<file path="config.mk">
export PLATFORM = sky130hd
export DESIGN_NAME = rpc_server19
export DESIGN_NICKNAME = d
export VERILOG_FILES = /design/src/rtl/rpc_server19.sv
export SDC_FILE = /design/constraint.sdc
export NUM_CORES = 1
export LEC_CHECK = 0
export ABC_AREA = 1
export BUFFER_PORTS_ARGS = -buffer_cell sky130_fd_sc_hd__buf_4
export CAP_MARGIN = 0
export CORE_MARGIN = 2
export CORE_UTILIZATION = 40
export DETAILED_ROUTE_END_ITERATION = 8
export PLACE_DENSITY_LB_ADDON = 0.08
export SYNTH_ARGS = -nofsm -noshare
export SYNTH_HDL_FRONTEND = slang
export SYNTH_SLANG_ARGS = --single-unit
</file>
<file path="constraint.sdc">
create_clock -name clk -period 7.87 [get_ports clk]
set_clock_uncertainty 0.1 [all_clocks]
set_input_delay 0.3935 -clock clk [delete_from_list [all_inputs] [get_ports clk]]
set_output_delay 0.3935 -clock clk [all_outputs]
set_load 0.01 [all_outputs]
</file>
<file path="src/rtl/rpc_server19.sv">
// rpc_server19 -- single-client RPC execution unit.
//
// A client raises req with opcode/arg0/arg1; the server latches the call,
// executes it (one cycle for ALU/accumulator ops, WIDTH shift-add cycles for
// multiply), raises ack with result/err and holds them until req drops.
//
// Ports:
//   clk        : clock, all state updates on the rising edge
//   reset      : asynchronous active-high reset
//   req        : call request (four-phase handshake)
//   opcode     : 0 ADD, 1 SUB, 2 MUL, 3 ACC_ADD, 4 ACC_READ, 5 ACC_CLR, 6/7 illegal
//   arg0, arg1 : operands, sampled when the call is accepted
//   ack        : completion acknowledge
//   result     : return value, valid while ack is high, held afterwards
//   err        : illegal-opcode flag, valid while ack is high, held afterwards
//   busy       : high whenever the FSM is not in IDLE
//   call_count : completed calls, wraps modulo 2^CNTW
//
// State | meaning
// ------+-------------------------------------------------------------
// IDLE  | waiting for req; latches the call on acceptance
// MUL   | shift-add multiply, one multiplier bit per cycle, WIDTH cycles
// EXEC  | writes result/err/acc, raises ack, counts the call
// ACK   | holds ack/result/err until req is sampled low

module rpc_server19 #(
  parameter int WIDTH = 32,
  parameter int CNTW  = 16
) (
  input  logic             clk,
  input  logic             reset,
  input  logic             req,
  input  logic [2:0]       opcode,
  input  logic [WIDTH-1:0] arg0,
  input  logic [WIDTH-1:0] arg1,
  output logic             ack,
  output logic [WIDTH-1:0] result,
  output logic             err,
  output logic             busy,
  output logic [CNTW-1:0]  call_count
);

  localparam int MCW = $clog2(WIDTH + 1);

  typedef enum logic [1:0] {
    IDLE = 2'd0,
    EXEC = 2'd1,
    MUL  = 2'd2,
    ACK  = 2'd3
  } state_t;

  state_t           state;
  logic [2:0]       op_q;
  // opa/opb hold the latched operands; during MUL opa doubles as the
  // left-shifting multiplicand and opb as the right-shifting multiplier.
  logic [WIDTH-1:0] opa;
  logic [WIDTH-1:0] opb;
  logic [WIDTH-1:0] prod;
  logic [WIDTH-1:0] acc;
  logic [MCW-1:0]   mul_cnt;

  always_ff @(posedge clk or posedge reset) begin
    if (reset) begin
      state      <= IDLE;
      op_q       <= '0;
      opa        <= '0;
      opb        <= '0;
      prod       <= '0;
      acc        <= '0;
      mul_cnt    <= '0;
      ack        <= 1'b0;
      result     <= '0;
      err        <= 1'b0;
      busy       <= 1'b0;
      call_count <= '0;
    end else begin
      case (state)
        IDLE: begin
          if (req) begin
            op_q <= opcode;
            opa  <= arg0;
            opb  <= arg1;
            busy <= 1'b1;
            if (opcode == 3'd2) begin
              prod    <= '0;
              mul_cnt <= MCW'(WIDTH - 1);
              state   <= MUL;
            end else begin
              state <= EXEC;
            end
          end
        end

        MUL: begin
          if (opb[0]) prod <= prod + opa;
          opa <= opa << 1;
          opb <= opb >> 1;
          // Last multiplier bit is consumed on the edge that leaves MUL;
          // EXEC then publishes the finished product.
          if (mul_cnt == '0) begin
            state <= EXEC;
          end else begin
            mul_cnt <= mul_cnt - 1'b1;
          end
        end

        EXEC: begin
          err <= 1'b0;
          case (op_q)
            3'd0: result <= opa + opb;
            3'd1: result <= opa - opb;
            3'd2: result <= prod;
            3'd3: begin
              acc    <= acc + opa;
              result <= acc + opa;
            end
            3'd4: result <= acc;
            3'd5: begin
              acc    <= '0;
              result <= '0;
            end
            default: begin
              result <= '0;
              err    <= 1'b1;
            end
          endcase
          ack        <= 1'b1;
          call_count <= call_count + 1'b1;
          state      <= ACK;
        end

        ACK: begin
          if (!req) begin
            ack   <= 1'b0;
            busy  <= 1'b0;
            state <= IDLE;
          end
        end

        default: state <= IDLE;
      endcase
    end
  end

endmodule

</file>
==> summary.md, run 1 <==
| Metric | Value |
|---|---|
| Synth Flop Type | `dfrtp_1` |
| R2R cell count | `20` |
| Initial core utilization | `40.8%` |
| Failing checks | `negative hold slack` |
| Met1 Resource Use GR | `40.5%` |
| Min Tclk post-route | `4.32 ns` |
| Slowest stage delay, CP | `0.41 ns` |
| Area share of the largest cell type after synthesis | `30.0%` |
| Initial antenna violation count | `1` |
| Core Region | `38800 um^2` |
| CTS buffer count | `17` |
| Syn Nets | `2658` |
| Root buf cell | `clkbuf_16` |
| Post-synthesis cell count | `between 2000 and 2500` |
| Setup TNS | `0 ns` |
| Total grt overflow | `0` |
| Detailed Place HPWL | `47300 um` |
| Layout area overhead | `12.4%` |
| I/O pin total | `121` |
| Required time of the critical path | `8.14 ns` |
| Synth Warn # | `0` |
| Leading cell types in the layout, fill and taps excluded | `nand2_1, inv_1, nor2_1` |
| Top cell type by total area after synthesis | `dfrtp_1` |
| CP Capture Type | `register` |
| Worst Path Arrival | `~4.6 ns` |
| Pins Over Slew Limit | `0` |
| CTS Hold Bufs | `0` |
| Final setup violation count | `0` |
| Share of cells above drive strength 1 | `between 7 and 8%` |
| Slew @ Worst Pin | `1.12 ns` |
| Largest net degree at the start of global routing | `approximately 130` |
| GRT Overall Usage | `29.0%` |
| Final Util | `45.9%` |
| R2r endpoint | `result[27]$_DFFE_PP0P_` |
| Placed cell area | `17200 um^2` |
| # diodes | `0` |
| Clock buffer depth | `2` |
| Post-synthesis sequential area ratio | `30.0%` |
| Vias | `approximately 16000` |
| Vias in the first global route | `15873` |
| Post-synth ARST share | `100%` |
| Worst hold path type | `in -> async` |
| Worst skew pair latency | `0.48 ns` |
| Total Wirelength | `58400 um` |
| Hold Fails Final Rpt | `3` |
| GRT Max-Usage Layer | `met2` |
| Commonest non-fill, non-tap cell in the layout | `nand2_1` |
| Nets | `2746` |
| CP startpoint kind | `register` |
| Gpl congestion | `0.959` |
| DRC | `0` |
| Site row count | `72` |
| Post-CTS setup buffers | `0` |
| Grt met3 use | `a little under 4%` |
| DRT antenna net count | `0` |
| Drt wl/cell | `18.8 um` |
| RSZ-0062 raised after global routing | `false` |
| Fmax | `0.231 GHz` |
| Slowest CP cell | `ha_1` |
| Yosys cell types | `about 40` |
| First-pass GRT wire length | `around 90000 um` |
| Mean Syn Cell Area | `6.38 um^2` |
| CP max FO | `5` |
| Final worst-path cycle share | `54.9%` |
| Mapped cell area | `15800 um^2` |
| Post-synth EDFFs | `0` |
| Outcome | `finished, violations left` |
| Cell chain of the critical path | `inv_1, ha_1, nand3_1, nor2_1, nand3_1, nor2_1, nand2_1, o21ai_1, nand2_1, xor2_1, ha_1, a21oi_1, nand2_1, o21bai_1, a21oi_1, nand3_1, nand3_1, nand3_1, nand2_1, nand2_1` |
| Die area | `between 40000 and 50000 um^2` |
| Final hold slack | `-0.0118 ns` |
| Die Width | `203 um` |
| CTS tree | `built` |
| Slew HR | `24.8%` |
| Crit path kind | `reg -> reg` |
| Clock-pin transition on the worst setup and hold timing paths | `about 0.07 ns` |
| Max-Cap Viols | `0` |
| Synth top area cells | `dfrtp_1, nand2_1, inv_1` |
| Initial DRC Count | `1144` |
| Final instance area | `17800 um^2` |
| Reg2Reg Setup Slack | `3.55 ns` |
| Met2 global-route usage | `45.9%` |
| Drt first pass iters | `5` |
| RR Startpoint | `opb[0]$_DFFE_PP0P_` |
| Vias/cell | `between 5 and 6` |
| Clock sinks | `190` |
| Die height | `203 um` |
| Post-CTS Resized | `0` |
| Depth of the CTS H-tree | `4` |
| Port bufs | `120` |
| Seq cells post-synth | `between 150 and 200` |
-- worst max-delay path by stage --
stage                                   from                      to  slack (ns)  cells past startpoint
after global routing      opb[0]$_DFFE_PP0P_  result[29]$_DFFE_PP0P_        3.16                     21
after CTS                 opb[0]$_DFFE_PP0P_  result[27]$_DFFE_PP0P_        3.54                     20
after detailed placement  opb[0]$_DFFE_PP0P_  result[27]$_DFFE_PP0P_        3.54                     20
after floorplan                        reset      acc[0]$_DFFE_PP0P_        2.21                      1
after global placement    opb[0]$_DFFE_PP0P_  result[27]$_DFFE_PP0P_        3.50                     20
final                     opb[0]$_DFFE_PP0P_  result[27]$_DFFE_PP0P_        3.55                     20
-- through the flow --
step                worst slack (ns)  instances  hold WS, ns
finish                          3.55       3103      -0.0118
global route                    3.16       3103       0.0561
CTS                             3.54       3103       0.0313
detailed placement              3.54       3071        0.365
global placement                3.50       3071        0.363
floorplan                       2.21       2484        0.365
-- kinds of logic after synthesis --
kind of cell / count (synthesis) / synth area share (%)
simple gates: 1303 / 33.7
buf+inv: 448 / 10.8
compound gates: 378 / 13.8
flops: 190 / 30.0
fa+ha+maj: 104 / 8.36
xor+xnor: 61 / 3.37
-- cells in the mapped netlist, drive strengths merged (4+ instances only) --
cell,n
xnor2,7
o21ai,149
nand4,27
xor2,54
nor3,24
nand3,150
o21bai,9
dfrtp,190
or2,7
buf,19
nand3b,27
a32o,5
o2111ai,4
clkbuf,42
a21oi,106
o211ai,33
inv,387
a31oi,31
nand2,850
nor2,210
ha,101
o22ai,22
a22o,8
o31ai,5
-- flip-flops by register name, summed over array words and instances, names as in the netlist --
signal,count
state,2
opa,32
result,32
prod,32
err,1
busy,1
opb,32
ack,1
mul_cnt,6
acc,32
op_q,3
call_count,16
-- final cells by class --
type                       count  area (um^2)
sequential                   190         4750
tap                          518          648
multi-input combinational   1846         9410
clock buffer                  24          502
inverter                     387         1460
timing repair buffer         130          976
fill                        4228        21000
clock inverter                 8         57.6
-- per-layer routing --
layer | part of all wire (%) | vias to the layer above
met3 | 5.5 | 85
met4 | 3.0 | 2
met2 | 44 | 391
li1 | - | 8150
met1 | 47 | 7623
met5 | 0.022 | -
-- critical path, delay by kind of cell, from the launching register on --
kind / cells / cell delay (ns)
AOI/OAI and AO/OA: 4 / 0.86
xor gates and xnor gates: 1 / 0.39
adders and majority gates: 2 / 0.64
buffers and inverters: 1 / 0.27
DFF: 1 / 0.38
and+or+nand+nor: 12 / 1.56
Power of run 1 is left out: the tool's default activity adds up to more than one toggle a clock period on the data nets, which glitch-free logic cannot reach.
==> run 2, diff against run 1 <==
==> constraint.sdc (replaced) <==
create_clock -name clk -period 3.5 [get_ports clk]
set_clock_uncertainty 0.1 [all_clocks]
set_input_delay 0.175 -clock clk [delete_from_list [all_inputs] [get_ports clk]]
set_output_delay 0.175 -clock clk [all_outputs]
set_load 0.01 [all_outputs]
==> run 2 against run 1 <==
The flow now finishes without violations. Routed wire length is 4.6% higher. Final area is 7.8% higher. Utilization increased by 3.6 points. Non-clock buffer count grew 115. Final cell count up 3.7%.
==> summary.md, run 2 (synthesized netlist as in run 1, its figures left out) <==
| Metric | Value |
|---|---|
| I/O pin total | `121` |
| Crit path kind | `reg -> reg` |
| R2R cell count | `15` |
| CTS buffer count | `17` |
| CP delay by family, top | `simple AND/OR/NAND/NOR gates` |
| Clock-pin transition on the worst setup and hold timing paths | `0.08 ns` |
| Port bufs | `120` |
| Pins Over Slew Limit | `0` |
| Total Wirelength | `61000 um` |
| Share of cells above drive strength 1 | `10.8%` |
| GRT Overall Usage | `30.3%` |
| RR Startpoint | `opb[17]$_DFFE_PP0P_` |
| Die Width | `203 um` |
| Die area | `41200 um^2` |
| Cell chain of the critical path | `nor4_1, nand2_1, o21ai_2, xor2_1, ha_2, nand2_2, nor2_1, and2_1, nand3b_1, nand3_1, nand2_1, nand3_1, nand3_1, nand2_1, nand2_1` |
| Reg2Reg Setup Slack | `about 0.17 ns` |
| Slew @ Worst Pin | `0.881 ns` |
| Initial antenna violation count | `0` |
| First-pass GRT wire length | `a little over 90000 um` |
| Slew HR | `between 40 and 50%` |
| Fmax | `0.300 GHz` |
| Depth of the CTS H-tree | `4` |
| Fill cell count | `4066` |
| Largest net degree at the start of global routing | `127` |
| Slowest CP cell | `nor4_1` |
| Site row count | `72` |
| Final worst-path cycle share | `between 90% and 100%` |
| CP Capture Type | `register` |
| R2r endpoint | `result[24]$_DFFE_PP0P_` |
| Drt wl/cell | `19.0 um` |
| Vias in the first global route | `~16000` |
| Vias | `16682` |
| Layout area overhead | `21.2%` |
| Min Tclk post-route | `3.33 ns` |
| # diodes | `0` |
| Slowest stage delay, CP | `roughly 0.66 ns` |
| Required time of the critical path | `between 3 and 4 ns` |
| Initial core utilization | `40.8%` |
| Multi-input gate area | `9700 um^2` |
| CP startpoint kind | `register` |
| CP most frequent cell | `nand2_1` |
| Root buf cell | `clkbuf_16` |
| Core Region | `38800 um^2` |
| Gpl congestion | `about 0.94` |
| Setup TNS | `0 ns` |
| Initial DRC Count | `1118` |
| Die height | `203 um` |
| Worst skew pair latency | `0.51 ns` |
| Detailed Place HPWL | `49000 um` |
| DRT antenna net count | `0` |
| DRC | `0` |
| Register area | `roughly 4800 um^2` |
| Total grt overflow | `0` |
| Commonest non-fill, non-tap cell in the layout | `nand2_1` |
| CP max FO | `4` |
| Leading cell types in the layout, fill and taps excluded | `nand2_1, inv_1, nor2_1` |
| Drt first pass iters | `6` |
| Critical path origin | `opb[17]$_DFFE_PP0P_` |
| Worst hold path type | `in -> async` |
| Outcome | `completed` |
| Nets | `2861` |
| Clock sinks | `190` |
| Max-Cap Viols | `0` |
| Clock buffer depth | `2` |
| Worst Path Arrival | `3.63 ns` |
| Vias/cell | `5.18` |
| Hold Fails Final Rpt | `0` |
| CTS tree | `built` |
| Final setup violation count | `0` |
| Bufs and invs on worst path | `0` |
[run 2: routing by layer]
| metal | GRT usage [%] | share of wire [%] |
|---|---|---|
| met1 | 40.3 | 46 |
| met2 | 49.5 | 46 |
| met3 | 5.97 | 6.0 |
| met4 | 9.46 | 2.2 |
| met5 | 0 | 0 |
[run 2: metrics by stage]
step	setup slack, ns	instances	utilization, %	hold slack [ns]	cell area, um^2
finish	0.172	3218	49.5	0.246	19200
global route	-0.0801	3218	49.5	0.295	19200
CTS	0.00115	3211	48.6	0.266	18900
detailed placement	-0.0931	3110	45.3	0.250	17600
global placement	0.0405	3110	45.3	0.265	17600
floorplan	0.419	2484	-	0.196	15800
[run 2: worst max-delay path by stage]
| stage | end | slack (ns) | cells after the start |
|---|---|---|---|
| 3_5_place_dp | result[26]$_DFFE_PP0P_ | -0.09 | 23 |
| 6_report | result[24]$_DFFE_PP0P_ | 0.17 | 15 |
| 3_3_place_gp | result[29]$_DFFE_PP0P_ | 0.04 | 23 |
| 5_1_grt | result[31]$_DFFE_PP0P_ | -0.08 | 18 |
| 4_1_cts | result[20]$_DFFE_PP0P_ | 0.001 | 22 |
| 2_1_floorplan | result[27]$_DFFE_PP0P_ | 0.42 | 20 |
[run 2: layout make-up]
type	count	share of cell area, %
Multi-Input combinational cell	1846	50.5
Clock inverter	15	0.801
Clock buffer	17	2.22
Tap cell	518	3.38
Sequential cell	190	24.8
Timing Repair Buffer	245	10.8
Inverter	387	7.58
[run 2: timing repair]
action,CTS,global route
buffers inserted,0,7
endpoints found under the hold margin,261,0
endpoints found under the setup margin,5,23
gates resized for setup,4,73
hold buffers,69,0
pin swaps,0,19
[run 2: worst min-delay path: cells and delay by family]
kind | cells | cell delay (ns)
buffers and inverters | 4 | 1.08
Power of run 2 is left out for the same reason.
